## config.mk

```make
export PLATFORM = sky130hd
export DESIGN_NAME = deser8b1
export DESIGN_NICKNAME = d
export VERILOG_FILES = /design/src/rtl/deser_pkg.sv /design/src/rtl/onehot_rot8.sv /design/src/rtl/deser8b1.sv
export SDC_FILE = /design/constraint.sdc
export NUM_CORES = 1
export LEC_CHECK = 0
export BUFFER_PORTS_ARGS = -buffer_cell sky130_fd_sc_hd__buf_4
export CORE_MARGIN = 3
export CORE_UTILIZATION = 45
export CTS_CLUSTER_SIZE = 10
export DETAILED_ROUTE_END_ITERATION = 12
export GPL_TIMING_DRIVEN = 1
export PLACE_DENSITY = 0.73
export SYNTH_ARGS = -nofsm -noshare
export SYNTH_HDL_FRONTEND = slang
export SYNTH_SLANG_ARGS = --single-unit
```

## constraint.sdc

```tcl
create_clock -name CLK -period 1.4 [get_ports CLK]
set_clock_uncertainty 0.2 [all_clocks]
set_input_delay 0.21 -clock CLK [delete_from_list [all_inputs] [get_ports CLK]]
set_output_delay 0.21 -clock CLK [all_outputs]
set_load 0.03 [all_outputs]
```

## src/rtl/deser_pkg.sv

```systemverilog
// deser_pkg: shared state encoding, select width and one-hot rotate helper
package deser_pkg;
  localparam int SEL_W = 8;
  typedef enum logic [1:0] {EMPTY, FILLING, FULL} state_t;
  function automatic logic [SEL_W-1:0] rotl1(input logic [SEL_W-1:0] v);
    return {v[SEL_W-2:0], v[SEL_W-1]};
  endfunction
endpackage

```

## src/rtl/onehot_rot8.sv

```systemverilog
// onehot_rot8: rotating one-hot register with enable, sync clear-to-seed and async active-low reset
module onehot_rot8
  import deser_pkg::*;
#(
  parameter logic [SEL_W-1:0] SEED = 8'h01
) (
  input  logic             clk,
  input  logic             rst_n,
  input  logic             clr,
  input  logic             en,
  output logic [SEL_W-1:0] q
);
  always_ff @(posedge clk or negedge rst_n)
    if (!rst_n) q <= SEED;
    else if (clr) q <= SEED;
    else if (en) q <= rotl1(q);
endmodule

```

## src/rtl/deser8b1.sv

```systemverilog
// deser8b1: serial-to-parallel capture of one bit per handshake into slots A..H behind a one-hot pointer
module deser8b1
  import deser_pkg::*;
#(
  parameter logic [SEL_W-1:0] FIRST_SEL = 8'h01
) (
  input  logic             CLK,
  input  logic             RST_N,
  input  logic             FLUSH,
  input  logic             I,
  input  logic             I_VALID,
  output logic             I_READY,
  output logic [SEL_W-1:0] S,
  output logic             A,
  output logic             B,
  output logic             C,
  output logic             D,
  output logic             E,
  output logic             F,
  output logic             G,
  output logic             H,
  output logic             O_VALID,
  input  logic             O_READY
);
  state_t state, state_n;
  logic [SEL_W-1:0] slots;
  logic accept, last;
  assign O_VALID = state == FULL;
  assign I_READY = !O_VALID || O_READY;
  assign accept = I_VALID && I_READY;
  // the 8th bit is the one written into the slot just before FIRST_SEL
  assign last = rotl1(S) == FIRST_SEL;
  assign {H, G, F, E, D, C, B, A} = slots;
  onehot_rot8 #(.SEED(FIRST_SEL)) u_ptr (
    .clk(CLK),
    .rst_n(RST_N),
    .clr(FLUSH),
    .en(accept),
    .q(S)
  );
  always_ff @(posedge CLK or negedge RST_N)
    if (!RST_N) begin
      state <= EMPTY;
      slots <= '0;
    end else begin
      state <= state_n;
      slots <= FLUSH ? '0 : accept ? (slots & ~S) | (S & {SEL_W{I}}) : slots;
    end
  always_comb
    state_n = FLUSH ? EMPTY
            : state == FULL ? (O_READY ? (accept ? FILLING : EMPTY) : FULL)
            : accept ? (last ? FULL : FILLING) : state;
endmodule

```

==> results of run 1 <==
## cell usage in the layout (no fill, tap or decap), types with 5 or more instances in the layout
cell | netlist | routed
dlygate4sd3_1 | 0 | 5
nand3_2 | 0 | 5
dfrtp_2 | 0 | 6
o21ai_0 | 8 | 8
buf_6 | 0 | 7
nand2b_1 | 9 | 9
buf_4 | 0 | 29
a21oi_1 | 8 | 6
mux2i_1 | 8 | 8
dfrtp_1 | 17 | 11
## flip-flops by register name, indices dropped and copies added (netlist names)
name     count
slots        8
state        2
u_ptr.q      8
## area by class of cell
class | instances | area [um2] | area share, %
tap | 25 | 31.3 | 2.32
clock buffer | 4 | 36.3 | 2.69
sequential | 18 | 459 | 34.1
multi-input combinational | 52 | 464 | 34.4
timing repair buffer | 41 | 347 | 25.7
inverter | 2 | 10.0 | 0.743
## cells by family after synthesis
family | Yosys count | synth area share [%]
AND/OR/NAND/NOR | 24 | 21.6
AO/OA/AOI/OAI | 20 | 13.6
flip-flops | 18 | 52.4
multiplexers | 8 | 9.29
buffers and inverters | 6 | 3.05
## power groups by stage
stage          combinational [mW]  sequential [mW]  clock (mW)
6_report                    0.169            0.549       0.334
5_1_grt                     0.180            0.551       0.363
4_1_cts                     0.154            0.547       0.326
3_5_place_dp                0.127            0.559           0
3_3_place_gp                0.125            0.558           0
2_1_floorplan              0.0535            0.577           0
## stage by stage
stage	setup TNS [ns]	instance area, um2	instances	worst slack (ns)	power [mW]
3_3_place_gp	0	1090	123	0.0500	0.683
3_5_place_dp	0	1090	123	0.0277	0.686
2_1_floorplan	-0.476	878	76	-0.0567	0.631
5_1_grt	-2.94	1350	142	-0.278	1.09
4_1_cts	-0.666	1270	138	-0.188	1.03
6_report	-1.66	1350	142	-0.224	1.05
## repair_timing
| item | 4_1_cts | 5_1_grt |
|---|---|---|
| hold buffers | 4 | 1 |
| setup endpoints to repair | 4 | 22 |
| resized for setup | 11 | 10 |
| gates cloned | 0 | 0 |
| endpoints found under the hold margin | 24 | 1 |
| buffers inserted | 7 | 3 |
| pin swaps | 3 | 1 |
## layer usage
| layer | vias to the layer above | track usage (%) |
|---|---|---|
| li1 | 357 | - |
| met1 | 389 | 24.3 |
| met2 | 37 | 30.8 |
| met3 | 11 | 4.83 |
| met4 | 0 | 8.76 |
| met5 | - | 0 |
## worst register-to-register path, cell delays in order (launching register included)
cell and delay [ns]:
dfrtp_1 0.41, nor3b_4 0.28, inv_4 0.08, buf_4 0.15
buf_4 0.13, nand3_4 0.08, mux2i_1 0.18
## how the worst max path moves through the flow
stage / endpoint / slack (ns) / depth (start not counted)
CTS: I_READY / -0.19 / 3
global route: I_READY / -0.28 / 3
floorplan: slots[6] / -0.06 / 4
global placement: state[1] / 0.05 / 3
finish: I_READY / -0.22 / 3
detailed placement: state[1] / 0.03 / 3
==> impl_metrics.py, run 1 <==
metrics = {
    "run_status": {
        "run_status": "finished with violations",
        "violations": "setup timing",
    },
    "timing": {
        "slew_headroom_pct": 81.5,
        "finalHoldViolations": 0,
        "period_minus_slack_ns": 1.62,
        "setup_violations": 20,
        "fin_crit_sh_pct": 116,
        "rsz0062_at_grt": "true",
        "holdWs_ns": 0.0354,
        "worst_pin_slew_ns": 0.277,
        "worst_slack_ns": -0.224,
        "drv_slew": 0,
        "fmax_mhz": 616,
    },
    "floorplanning": {
        "dieWidth_um": 49.8,
        "core_mm2": 0.00176,
        "start_util_pct": 48.9,
        "core.rowCount": 15,
        "pin_count": 24,
        "die-area_mm2": 0.00248,
        "die_h_um": 49.8,
    },
    "pwr": {
        "power_density_mw_per_mm2": 781,
        "p_leak_nw": 0.625,
        "p_clk_share_pct": 31.8,
        "peakVddDrop_mv": 0.586,
        "p_comb_share_pct": 16.1,
        "power.switching_mw": 0.285,
        "p_seq_share_pct": 52.2,
        "internal_power_mw": 0.768,
        "p_sw_share_pct": 27.1,
    },
    "layout": {
        "diodes": 0,
        "drive_gt1_share_pct": 54.7,
        "area_delta_synth_final_pct": 56.3,
        "num-fill-cells": 127,
        "fin_nets": 124,
        "final_core_util_pct": 76.4,
    },
    "synth": {
        "synth_seq_cells": 18,
        "syn_area_per_cell_um2": 11.3,
        "synth_common_cells": "dfrtp_1 (17), nand2b_1 (9)",
        "synthArstFlopShare_pct": 100,
        "synth_ff_type": "dfrtp_1",
        "synth.area.top_cells": "dfrtp_1 (49%), mux2i_1 (9.3%), nand2b_1 (6.5%)",
        "post-synth-top-area-cell": "dfrtp_1",
        "synth.distinct_cells": 23,
        "synth_area_um2": 862,
        "yosysWarnings": 0,
        "yosysMostFrequentCell": "dfrtp_1",
        "synthesis.nets": 82,
        "synth_edf_count": 0,
        "synth-seq-area-share_pct": 52.4,
        "synth_top_area_share_pct": 49.3,
        "synth_cells": 76,
    },
    "clock_network": {
        "cts.sinks": 18,
        "cts_max_level": 1,
        "clk_path_buf_depth": 2,
        "clk_pin_slew_ns": 0.11,
        "cts_buffers": 3,
        "tritoncts": "done",
        "root_buffer": "clkbuf_4",
        "clk_latency_ns": 0.30,
    },
    "worst_setup_path": {
        "critPathKind": "reg -> out",
        "cp_max_fo": 4,
        "critPathBufInv": 2,
        "worstSetupEndpointType": "output port",
        "rr_startpoint": "state[1]",
        "worstReg2RegEnd": "slots[6]",
        "arrival_ns": 1.21,
        "cp_slowest_cell": "dfrtp_1",
        "critical-path-max-stage-delay_ns": 0.41,
        "cpLargestDelayFamily": "flip-flops",
        "ff2ff_path_depth": 6,
        "r2r_setup_slack_ns": -0.18,
        "cp-start-kind": "flop",
        "crit_start": "state[1]",
        "worstPathRequired_ns": 0.99,
        "crit_chain": "nor3b_4 > inv_4 > buf_6",
    },
    "global_route": {
        "grt_pass1_vias": 755,
        "gr-usage-all-layers_pct": 19.3,
        "grt_pass1_wl_um": 3620,
        "antenna_found_initial": 0,
        "grt_overflow": 0,
        "grt_start_max_net_pins": 19,
    },
    "placement": {
        "io_buffers": 23,
        "dpl.hpwl_um": 1350,
        "gp_congestion": 0.825,
    },
    "drt": {
        "drc": 0,
        "via_per_inst": 5.59,
        "wirelength_um": 2500,
        "ant_nets": 0,
        "dr.pass1.iters": 4,
        "top_layer_used": "met4",
        "first_iter_violations": 21,
        "wl_met1_um": 1010,
        "num_vias": 794,
        "post_drt_wl_per_cell_um": 17.6,
        "met3_length_um": 171,
        "wl_met2_um": 1210,
    },
    "worst_hold_path": {
        "min_path_type": "in -> reg",
        "worstHoldEndpoint": "slots[1]",
        "holdPathStages": 3,
        "hp-start": "FLUSH",
    },
    "job": {
        "maxCapViolCount": 0,
    },
}
No activity file was read; power rests on OpenSTA's default activity.
==> run 2, diff against run 1 <==
- CELL_PAD_IN_SITES_DETAIL_PLACEMENT: not set -> 1
- CELL_PAD_IN_SITES_GLOBAL_PLACEMENT: not set -> 1
- CORE_UTILIZATION: 45 -> 34
- PLACE_DENSITY: 0.73 -> not set
- PLACE_DENSITY_LB_ADDON: not set -> 0.1
==> run 2 against run 1 <==
  * The run still ends with setup timing left
  * Fmax up 2.2%
  * Flip-flop and latch count unchanged
  * Core utilization is 15 points lower
  * Clock power rose by 2%
  * Via count fell by 2.6%
  * Non-clock buffer count grew 3
  * Die area is 28% higher
  * Final cell count is 4.2% higher
==> impl_metrics.py, run 2 (same netlist as run 1, synthesis figures left out) <==
metrics = {
    "run_status": {
        "run_status": "finished with violations",
        "violations": "setup timing",
    },
    "layout": {
        "mostFrequentLayoutCells": "buf_4 (33), dfrtp_1 (11), nand2b_1 (9)",
        "final_core_util_pct": 60.9,
        "top_regs": "slots (8), u_ptr.q (8), state (2)",
        "multi_input_area_um2": 487,
        "num-fill-cells": 257,
        "diodes": 0,
        "seqCellArea_um2": 459,
        "drive_gt1_share_pct": 65.8,
        "postLayoutCellArea_mm2": 0.00140,
        "layout_commonest_cell": "buf_4",
        "area_delta_synth_final_pct": 62.3,
        "fin_nets": 127,
    },
    "clock_network": {
        "tritoncts": "done",
        "cts.sinks": 18,
        "root_buffer": "clkbuf_4",
        "clk_pin_slew_ns": 0.11,
        "cts_max_level": 1,
        "cts_buffers": 3,
        "clk_path_buf_depth": 2,
        "clk_latency_ns": 0.31,
    },
    "drt": {
        "post_drt_wl_per_cell_um": 17.8,
        "wl_met1_um": 1230,
        "wl_met2_um": 1270,
        "drc": 0,
        "top_layer_used": "met4",
        "num_vias": 773,
        "ant_nets": 0,
        "met3_length_um": 93,
        "via_per_inst": 5.22,
        "first_iter_violations": 5,
        "wirelength_um": 2640,
        "dr.pass1.iters": 4,
    },
    "worst_setup_path": {
        "worstReg2RegEnd": "slots[6]",
        "cp_max_fo": 2,
        "critPathKind": "reg -> out",
        "arrival_ns": 1.18,
        "crit_chain": "nor3b_4 > inv_4 > buf_6",
        "cp-start-kind": "flop",
        "cp_slowest_cell": "dfrtp_1",
        "r2r_setup_slack_ns": -0.11,
        "ff2ff_path_depth": 5,
        "critPathBufInv": 2,
        "worstSetupEndpointType": "output port",
        "crit_start": "state[0]",
        "rr_startpoint": "state[0]",
        "worstPathRequired_ns": 0.99,
        "cp_num_cells": 3,
        "cpLargestDelayFamily": "flip-flops",
        "critical-path-max-stage-delay_ns": 0.43,
        "worstSetupEndpoint": "I_READY",
    },
    "pwr": {
        "p_total_mw": 1.06,
        "peakVddDrop_mv": 0.500,
        "p_leak_nw": 0.651,
        "power_density_mw_per_mm2": 761,
    },
    "timing": {
        "worst_slack_ns": -0.189,
        "period_minus_slack_ns": 1.59,
        "fin_crit_sh_pct": 114,
        "worst_pin_slew_ns": 0.441,
        "fmax_mhz": 629,
        "tns_ns": -1.67,
        "holdWs_ns": 0.0552,
        "slew_headroom_pct": 70.6,
        "drv_slew": 0,
        "setup_violations": 21,
        "finalHoldViolations": 0,
        "rsz0062_at_grt": "true",
    },
    "floorplanning": {
        "start_util_pct": 37.5,
        "core.rowCount": 17,
        "core_mm2": 0.00230,
        "die_h_um": 56.4,
        "dieWidth_um": 56.4,
        "pin_count": 24,
        "die-area_mm2": 0.00318,
    },
    "global_route": {
        "grt_overflow": 0,
        "grt_pass1_vias": 764,
        "grt_pass1_wl_um": 4180,
        "grt_start_max_net_pins": 19,
        "gr-usage-all-layers_pct": 17.2,
        "antenna_found_initial": 0,
    },
    "placement": {
        "dpl.hpwl_um": 1610,
        "io_buffers": 23,
        "placed_area_mm2": 0.00110,
        "gp_congestion": 0.786,
    },
    "worst_hold_path": {
        "holdPathStages": 3,
        "min_path_type": "in -> reg",
    },
    "job": {
        "maxCapViolCount": 0,
    },
}
## run 2: cell types whose count changed in the layout (fill, tap and decap cells not counted), moves of 2 or more
cell	previous run	this run
buf_4	29	33
o21ai_2	0	7
nand3_2	5	8
o21ai_0	8	0
nand3_4	3	0
a21oi_1	6	4
a21oi_2	2	4
dlygate4sd3_1	5	3
## run 2: repair_timing
item / in CTS / in global routing
resized for setup: 14 / 25
endpoints found under the hold margin: 22 / 1
hold buffers: 2 / 1
endpoints found under the setup margin: 6 / 26
setup buffers: 4 / 10
pin swaps: 2 / 9
## run 2: cell type report
type	count	share of cell area [%]
Clock buffer	4	2.59
Timing Repair Buffer	44	26.6
Inverter	2	0.716
Multi-Input combinational cell	52	34.8
Sequential cell	18	32.8
Tap cell	28	2.50
## run 2: power breakdown
part           internal (mW)  total (mW)  switching (mW)
combinational         0.0758       0.173          0.0968
sequential             0.534       0.550          0.0160
clock                  0.159       0.341           0.182
total                  0.769        1.06           0.295
## run 2: how the worst min path moves through the flow
stage / start / to / slack (ns)
final: O_READY / state[0] / 0.06
after global routing: I_VALID / u_ptr.q[2] / 0.07
after CTS: O_READY / state[1] / -0.10
after detailed placement: RST_N / state[0] / -0.1
after global placement: RST_N / state[1] / -0.10
after floorplan: RST_N / slots[0] / -0.29
## run 2: routing by layer
| layer | up-vias | GRT usage, % |
|---|---|---|
| met5 | - | 0 |
| met2 | 18 | 27.0 |
| met1 | 386 | 22.7 |
| met3 | 6 | 3.22 |
| met4 | 0 | 8.14 |
| li1 | 363 | - |
## run 2: tightest hold or removal path, cell delays in order
cell	delay, ns
buf_4	0.11
a31oi_1	0.08
a21oi_1	0.13
## run 2: through the flow
step                      std cells  setup WS (ns)
after detailed placement        127        -0.0101
final                           148         -0.189
after global placement          127        -0.0138
after CTS                       137         -0.193
after floorplan                  76        -0.0567
after global routing            148         -0.252
